[src/rtl/vram_rect_writer_if.sv]
// Request / VRAM write-port bundle for vram_rect_writer.
//   req_valid/req_ready : fill request handshake (master -> slave)
//   req_x/y/w/h/color   : rectangle origin, size and fill colour
//   wr_allow            : write gate from the VRAM side (master -> slave)
//   wr_en/addr/data     : VRAM write port (slave -> master)
// slave modport is the fill engine's view, master is the requester/VRAM view.
interface vram_rect_writer_if #(
  parameter int unsigned ADDR_W = 19,
  parameter int unsigned DATA_W = 12
);
  logic              req_valid;
  logic              req_ready;
  logic [9:0]        req_x;
  logic [9:0]        req_y;
  logic [9:0]        req_w;
  logic [9:0]        req_h;
  logic [DATA_W-1:0] req_color;
  logic              wr_allow;
  logic              wr_en;
  logic [ADDR_W-1:0] wr_addr;
  logic [DATA_W-1:0] wr_data;

  modport slave (
    input  req_valid, req_x, req_y, req_w, req_h, req_color, wr_allow,
    output req_ready, wr_en, wr_addr, wr_data
  );

  modport master (
    output req_valid, req_x, req_y, req_w, req_h, req_color, wr_allow,
    input  req_ready, wr_en, wr_addr, wr_data
  );
endinterface

[src/rtl/vram_rect_writer.sv]
// Solid-colour rectangle fill engine feeding the frame VRAM write port,
// one pixel per clock, clipped to the visible H_RES x V_RES frame.
//   clk   : pixel clock of the VRAM write port
//   reset : asynchronous, active-low
//   bus   : request handshake + VRAM write port (slave side)
//   busy  : high whenever not idle
//   done  : one-cycle pulse when a request completes
module vram_rect_writer #(
  parameter int unsigned H_RES  = 640,
  parameter int unsigned V_RES  = 480,
  parameter int unsigned ADDR_W = 19,
  parameter int unsigned DATA_W = 12
) (
  input  logic              clk,
  input  logic              reset,
  vram_rect_writer_if.slave bus,
  output logic              busy,
  output logic              done
);
  typedef enum logic [1:0] {IDLE, SETUP, FILL, DONE} state_t;

  localparam logic [10:0]       H_LIM  = 11'(H_RES);
  localparam logic [10:0]       V_LIM  = 11'(V_RES);
  localparam logic [ADDR_W-1:0] H_STEP = ADDR_W'(H_RES);

  state_t state, state_next;

  logic [9:0]        x_q, y_q, w_q, h_q;
  logic [DATA_W-1:0] color_q;
  logic [10:0]       x_end, y_end, cur_x, cur_y;
  logic [ADDR_W-1:0] row_base, cur_addr;

  logic [10:0]       sum_x, sum_y, x_lim, y_lim;
  logic [ADDR_W-1:0] start_addr;
  logic              empty, last_col, last_row;

  // Clip limits at 11 bits so x+w / y+h cannot wrap.
  assign sum_x      = {1'b0, x_q} + {1'b0, w_q};
  assign sum_y      = {1'b0, y_q} + {1'b0, h_q};
  assign x_lim      = (sum_x > H_LIM) ? H_LIM : sum_x;
  assign y_lim      = (sum_y > V_LIM) ? V_LIM : sum_y;
  assign empty      = (w_q == '0) || (h_q == '0) ||
                      ({1'b0, x_q} >= H_LIM) || ({1'b0, y_q} >= V_LIM);
  // Only multiply in the design; later rows step row_base by H_RES.
  assign start_addr = ADDR_W'(y_q) * H_STEP + ADDR_W'(x_q);
  assign last_col   = !((cur_x + 11'd1) < x_end);
  assign last_row   = !((cur_y + 11'd1) < y_end);

  assign bus.wr_addr = cur_addr;
  assign bus.wr_data = color_q;

  always_ff @(posedge clk or negedge reset) begin
    if (!reset) state <= IDLE;
    else        state <= state_next;
  end

  always_comb begin
    state_next    = state;
    bus.req_ready = 1'b0;
    bus.wr_en     = 1'b0;
    busy          = 1'b1;
    done          = 1'b0;
    case (state)
      IDLE: begin
        bus.req_ready = 1'b1;
        busy          = 1'b0;
        if (bus.req_valid) state_next = SETUP;
      end
      SETUP: state_next = empty ? DONE : FILL;
      FILL: begin
        bus.wr_en = bus.wr_allow;
        if (bus.wr_allow && last_col && last_row) state_next = DONE;
      end
      DONE: begin
        done       = 1'b1;
        state_next = IDLE;
      end
      default: state_next = IDLE;
    endcase
  end

  always_ff @(posedge clk or negedge reset) begin
    if (!reset) begin
      x_q      <= '0;
      y_q      <= '0;
      w_q      <= '0;
      h_q      <= '0;
      color_q  <= '0;
      x_end    <= '0;
      y_end    <= '0;
      cur_x    <= '0;
      cur_y    <= '0;
      row_base <= '0;
      cur_addr <= '0;
    end else begin
      case (state)
        IDLE: begin
          if (bus.req_valid) begin
            x_q     <= bus.req_x;
            y_q     <= bus.req_y;
            w_q     <= bus.req_w;
            h_q     <= bus.req_h;
            color_q <= bus.req_color;
          end
        end
        SETUP: begin
          x_end <= x_lim;
          y_end <= y_lim;
          if (!empty) begin
            cur_x    <= {1'b0, x_q};
            cur_y    <= {1'b0, y_q};
            row_base <= start_addr;
            cur_addr <= start_addr;
          end
        end
        FILL: begin
          if (bus.wr_allow) begin
            if (!last_col) begin
              cur_x    <= cur_x + 11'd1;
              cur_addr <= cur_addr + 1'b1;
            end else if (!last_row) begin
              cur_x    <= {1'b0, x_q};
              cur_y    <= cur_y + 11'd1;
              row_base <= row_base + H_STEP;
              cur_addr <= row_base + H_STEP;
            end
          end
        end
        default: ;
      endcase
    end
  end
endmodule

[src/flat_wrapper.sv]
// flat-port wrapper written by rule: the top's interface ports become plain ports
module vram_rect_writer_flat 
#(
  parameter int unsigned H_RES  = 640,
  parameter int unsigned V_RES  = 480,
  parameter int unsigned ADDR_W = 19,
  parameter int unsigned DATA_W = 12
)
  (clk, reset, busy, done, bus_req_valid, bus_req_x, bus_req_y, bus_req_w, bus_req_h, bus_req_color, bus_wr_allow, bus_req_ready, bus_wr_en, bus_wr_addr, bus_wr_data);
  vram_rect_writer_if #(.ADDR_W(ADDR_W), .DATA_W(DATA_W)) bus_i ();
  input  logic clk;
  input  logic reset;
  output logic busy;
  output logic done;
  input wire logic [$bits(bus_i.req_valid)-1:0] bus_req_valid;
  input wire logic [$bits(bus_i.req_x)-1:0] bus_req_x;
  input wire logic [$bits(bus_i.req_y)-1:0] bus_req_y;
  input wire logic [$bits(bus_i.req_w)-1:0] bus_req_w;
  input wire logic [$bits(bus_i.req_h)-1:0] bus_req_h;
  input wire logic [$bits(bus_i.req_color)-1:0] bus_req_color;
  input wire logic [$bits(bus_i.wr_allow)-1:0] bus_wr_allow;
  output wire logic [$bits(bus_i.req_ready)-1:0] bus_req_ready;
  output wire logic [$bits(bus_i.wr_en)-1:0] bus_wr_en;
  output wire logic [$bits(bus_i.wr_addr)-1:0] bus_wr_addr;
  output wire logic [$bits(bus_i.wr_data)-1:0] bus_wr_data;
  assign bus_i.req_valid = bus_req_valid;
  assign bus_i.req_x = bus_req_x;
  assign bus_i.req_y = bus_req_y;
  assign bus_i.req_w = bus_req_w;
  assign bus_i.req_h = bus_req_h;
  assign bus_i.req_color = bus_req_color;
  assign bus_i.wr_allow = bus_wr_allow;
  assign bus_req_ready = bus_i.req_ready;
  assign bus_wr_en = bus_i.wr_en;
  assign bus_wr_addr = bus_i.wr_addr;
  assign bus_wr_data = bus_i.wr_data;
  vram_rect_writer #(.H_RES(H_RES), .V_RES(V_RES), .ADDR_W(ADDR_W), .DATA_W(DATA_W)) u_core (.clk(clk), .reset(reset), .bus(bus_i), .busy(busy), .done(done));
endmodule
[config.mk]
export PLATFORM = sky130hd
export DESIGN_NAME = vram_rect_writer_flat
export DESIGN_NICKNAME = d
export VERILOG_FILES = /design/src/rtl/vram_rect_writer_if.sv /design/src/rtl/vram_rect_writer.sv /design/src/flat_wrapper.sv
export SDC_FILE = /design/constraint.sdc
export NUM_CORES = 1
export LEC_CHECK = 0
export ABC_AREA = 0
export BUFFER_PORTS_ARGS = -buffer_cell sky130_fd_sc_hd__buf_4
export CAP_MARGIN = 10
export CORE_MARGIN = 10
export CORE_UTILIZATION = 52
export DETAILED_ROUTE_END_ITERATION = 7
export PLACE_DENSITY = 0.77
export SLEW_MARGIN = 20
export SYNTH_ARGS = -nofsm -noshare
export SYNTH_HDL_FRONTEND = slang
export SYNTH_SLANG_ARGS = --single-unit
[constraint.sdc]
create_clock -name clk -period 3.6 [get_ports clk]
set_input_delay 0 -clock clk [delete_from_list [all_inputs] [get_ports clk]]
set_output_delay 0 -clock clk [all_outputs]
set_load 0.01 [all_outputs]
======== Yosys cells after proc, flatten, opt, wreduce, memory -nomap -nowiden ========
Cells that the tools add are included.
storage, ports and cells
  register bits ........................... 136
  output and inout port bits .............. 35
  logic and storage cells ................. 79
cells by class
  $add $sub $neg .......................... 7
  multiply operators ...................... 1
  order comparisons ....................... 6
  equal/unequal tests ..................... 10
  mux-type cells .......................... 28
  reductions and logical operators ........ 15
operators with widths
  kind                                                                 count
  2-to-1 mux 19 bit                                                    6
  2-to-1 mux 11 bit                                                    10
  case mux 19 bit (2 select lines)                                     2
  case mux 11 bit (2 select lines)                                     2
  adder 10 x 10 -> 11 bit                                              2
  adder 11 x 1 -> 11 bit (second input constant)                       2
  < comparator 11 bit                                                  2
  logical NOT 10 bit                                                   2
  adder 19 x 1 -> 19 bit (second input constant)                       1
  adder 19 x 10 -> 19 bit                                              1
  adder 19 x 10 -> 19 bit (second input constant)                      1
  multiplier 10 x 3 -> 12 bit (second input constant)                  1
  > comparator 11 x 10 -> 1 bit (second input constant)                1
  > comparator 11 x 9 -> 1 bit (second input constant)                 1
  greater-or-equal comparator 10 bit (second input constant)           1
  greater-or-equal comparator 10 x 9 -> 1 bit (second input constant)  1
  inequality test 2 bit (second input constant)                        4
  case mux 2 bit (4 select lines)                                      1
  2-to-1 mux 1 bit                                                     5
  AND reduction 5 bit                                                  1
  == test 2 bit (second input constant)                                2
  2-to-1 mux 2 bit                                                     2
  inequality test 2 x 1 -> 1 bit (second input constant)               2
  AND reduction 2 bit                                                  2
  other kinds (8)                                                      12

======== Longest topological paths before layout ========
  depth in word-level cells ............... 7
  gate-level depth with buffers ........... 16

======== Least setup slack after synthesis ========
OpenSTA, ideal clock, no wires.
  path kind ............................... reg2reg
  start point ............................. reg u_core.cur_x[0]
  end point ............................... reg u_core.cur_x[2]
  library setup time ...................... 0.135 ns
  data arrival time ....................... 3.204 ns
  path slack .............................. 0.260 ns
  cell stages (with the launch flop) ...... 17
  cell sequence ........................... dfrtp_1 > ha_1 > and3_1 > and3_1 > and3_1 > nand3_1 > xnor2_1 > ha_1 > a2111oi_2 > o21ai_1 > o22a_1 > a221oi_2 > nor2_1 > buf_2 > buf_2 > o21ai_0 > o21ai_0
on the way
  longest elaborated chain between the ends .. 5
ends and longest elaborated chain
  item                              line                                             text
  start, declared                   vram_rect_writer.sv:30                           logic [10:0] x_end, y_end, cur_x, cur_y;
  start signal, assigned            vram_rect_writer.sv:110                          cur_x <= {1'b0, x_q};
  start signal, assigned            vram_rect_writer.sv:119                          cur_x <= cur_x + 11'd1;
  start signal, assigned            vram_rect_writer.sv:122                          cur_x <= {1'b0, x_q};
  adder 11 x 1 -> 11 bit (*)        vram_rect_writer.sv:46, vram_rect_writer.sv:119
  < comparator 11 bit               vram_rect_writer.sv:46                           assign last_col = !((cur_x + 11'd1) < x_end);
  2-to-1 mux 11 bit                 vram_rect_writer.sv:118                          if (!last_col) begin
  2-to-1 mux 11 bit                 vram_rect_writer.sv:117                          if (bus.wr_allow) begin
  case mux 11 bit (2 select lines)  vram_rect_writer.sv:96                           case (state)
Every way passes the cells marked *; elsewhere a longest branch is shown, timed or not. The select of a mux whose other input is x is not followed.
A chain may end at the register's enable or synchronous reset.

======== Final worst setup path ========
  start point ............................. reg u_core.cur_x[2]
  end point ............................... reg u_core.cur_addr[0], in the netlist u_core.bus.wr_addr[0]
on the way
  longest elaborated chain between the ends .. 5
ends and longest elaborated chain
  item                              line                     text
  adder 11 x 1 -> 11 bit (*)        vram_rect_writer.sv:46
  < comparator 11 bit (*)           vram_rect_writer.sv:46
  2-to-1 mux 19 bit                 vram_rect_writer.sv:118
  2-to-1 mux 19 bit                 vram_rect_writer.sv:117
  case mux 19 bit (2 select lines)  vram_rect_writer.sv:96
  end signal, assigned              vram_rect_writer.sv:113  cur_addr <= start_addr;
  end signal, assigned              vram_rect_writer.sv:120  cur_addr <= cur_addr + 1'b1;
  end signal, assigned              vram_rect_writer.sv:125  cur_addr <= row_base + H_STEP;
  end, declared                     vram_rect_writer.sv:31   logic [ADDR_W-1:0] row_base, cur_addr;
Marks and branches as above.

==> run metrics <==
maxcap violations 0; clock skew 0.00783 ns; mapped cell area 0.00879 mm2; Leak 5.10 nW; Min-Delay Path Depth 5; Port Buffers 90; antenna cell count 0; Clock Tree Root clkbuf_16; max_slew headroom 31.7%; power per cell area 1160 mW/mm2; Synth-to-Final Area Change 26.7%; Synth Net Count 1,059; fin crit period 3.44 ns; Clock transition at path regs 0.06 ns; die area 0.0225 mm2; FF+latch count, synth 136; global route overflow 0; Core Region 0.0166 mm2; worst-margin pin slew 1.02 ns; Post-Syn Instances 932; Synth async-reset ratio 100%; final instance area 0.0111 mm2; DP HPWL 16,000 um; Filler cells 1,239; CP arrival 3.71 ns; final std cells w/o fill 1,318; most common cell after layout, fill and taps aside dfrtp_1; Die Y 150 um; VDD IR-drop max 590 uV; R2R depth 14; 1st-iter DRT viols 540; number of global-route vias before repair 7,447; initial antenna violation count 0; share of layout cells above drive strength 1 21.9%; antenna viol nets, final 0; DRC 0; number of top-level pins 91; Syn Area/Cell 9.43 um2; critical path capture point type flip-flop; routed vias 7,627; first-pass GRT wire length 38,600 um; first drt pass iteration count 7; Final period util 95.7%; Clk network pwr share 14.9%; clk sink count 136; YS warnings 0; CP max FO 56; Flop pwr share 23.9%; status finished, final reports clean; fin nets 1,213; H-tree levels 4; Post-DP Area 0.00982 mm2; largest net degree at the start of global routing 111; switching part of the total 45.6%; Starting Density 53.0%; P_sw 5.89 mW; CTS tree built; vias per inst 5.79; clk buf depth 2; routability cong. 0.928; cell total after placement 1,229; Routed wire per std cell 18.4 um; final wirelength 24,300 um; Comb pwr share 61.2%; most frequent cells in the layout dfrtp_1, buf_4, nand2_1; Post-synth EDFFs 0; Total GRT Usage 21.2%; row count 47; Die X 150 um; Clk Latency, worst-skew pair 0.42 ns; Hold/Removal Path Class in2reg; critical path data required time 3.87 ns; crit start category flip-flop; Inserted Clock Buffers 17; endpoints failing setup 0; sequential share of the synthesized area 38.7%; Int Pwr 7.02 mW; critical path type reg2reg; post-synth cell types 69; Final Hold Fails 0; final max-slew violation count 0; achievable clock frequency 0.290 GHz; Main synth FF type dfrtp_1
[power groups by stage]
stage,clock (mW),sequential (mW),combinational (mW)
6_report,1.92,3.08,7.90
5_1_grt,2.01,3.16,8.73
4_1_cts,1.94,3.03,7.60
3_5_place_dp,0,3.05,7.42
3_3_place_gp,0,3.02,7.26
2_1_floorplan,0,2.87,5.48
[worst max-delay path, cell delays in order (launching register included)]
cell and delay, ns:
dfrtp_1 0.39, and3_4 0.22, and3_2 0.23, and3_1 0.19, nand3_1 0.13, xnor2_2 0.18
ha_1 0.33, a2111oi_4 0.36, o21ai_2 0.13, o22a_1 0.23, a221oi_2 0.33, nor2_2 0.08
buf_12 0.19, o21ai_0 0.18, o211ai_1 0.11
[cell type report]
type                            instances  area [um2]  share of cell area, %
Clock buffer                           20         447                   4.01
Clock inverter                         11         198                   1.78
Inverter                               51         191                   1.72
Multi-Input combinational cell        707        5140                   46.1
Sequential cell                       136        3400                   30.6
Tap cell                              220         275                   2.47
Timing Repair Buffer                  173        1480                   13.3
[what timing repair did]
item,4_1_cts,5_1_grt
hold buffers,53,0
hold endpoints to repair,161,0
gates resized for setup,0,19
setup endpoints to repair,0,55
buffers inserted,0,4
[flip-flops by register name, indices dropped and copies added, names as in the netlist]
signal,cells
u_core.x_end,11
u_core.bus.wr_data,12
u_core.y_q,10
u_core.w_q,10
u_core.cur_x,11
u_core.x_q,10
u_core.state,2
u_core.bus.wr_addr,19
u_core.cur_y,11
u_core.row_base,19
u_core.y_end,11
u_core.h_q,10
[final timing paths]
path / from / end / slack (ns)
worst max-delay path: u_core.cur_x[2]$_DFFE_PN0P_ / u_core.bus.wr_addr[0]$_DFFE_PN0P_ / 0.16
worst min-delay path: bus_req_valid / u_core.state[1]$_DFFE_PN0P_ / 0.05
worst max register to register: u_core.cur_x[2]$_DFFE_PN0P_ / u_core.bus.wr_addr[0]$_DFFE_PN0P_ / 0.16
worst min register to register: u_core.row_base[2]$_DFFE_PN0P_ / u_core.row_base[2]$_DFFE_PN0P_ / 0.48
max in group asynchronous: reset / u_core.h_q[5]$_DFFE_PN0P_ / 2.32
min in group asynchronous: reset / u_core.row_base[13]$_DFFE_PN0P_ / 0.27
[through the flow]
stage / util, % / power, mW / TNS, ns / worst slack (ns) / hold WS, ns
after floorplan: - / 8.36 / 0 / 0.260 / -0.296
after global placement: 59.2 / 10.3 / 0 / 0.141 / 0.220
after detailed placement: 59.2 / 10.5 / 0 / 0.0305 / 0.216
after CTS: 66.3 / 12.6 / 0 / 0.00422 / 0.0229
after global routing: 67.1 / 13.9 / -0.0331 / -0.0193 / 0.0807
final: 67.1 / 12.9 / 0 / 0.156 / 0.0451
[cell usage after synthesis (all sizes together), types with 12 or more instances]
cell type,number,area [um2]
dfrtp,136,3400
nand2,86,323
o21ai,70,350
ha,67,838
nor2,66,248
a21oi,59,295
mux2,53,597
inv,51,191
xnor2,36,315
xor2,32,280
nand3,28,140
clkbuf,23,86.3
o22ai,18,113
nor3,16,80.1
and3,15,93.8
buf,15,66.3
mux2i,12,120
[cells by family (layout without fill, tap and decap cells)]
group,Yosys count,count (layout),share of synthesized area (%)
flip-flops,136,136,38.7
multiplexers,65,65,8.16
AO/OA/AOI/OAI,231,231,17.2
AND/OR/NAND/NOR,272,272,14.8
XOR/XNOR,68,68,6.78
adder cells (fa/ha/maj),71,71,10.4
buffers and inverters,89,255,3.92
[routing by layer]
layer	track usage [%]	vias up	share of wire (%)	wire length, um
li1	-	3659	-	-
met2	34.5	254	48	11600
met3	5.22	28	6.9	1670
met5	0	-	0	0
met4	5.64	0	1.3	309
met1	27.6	3686	44	10700
Note: power is estimated with default switching activity, not from simulation.
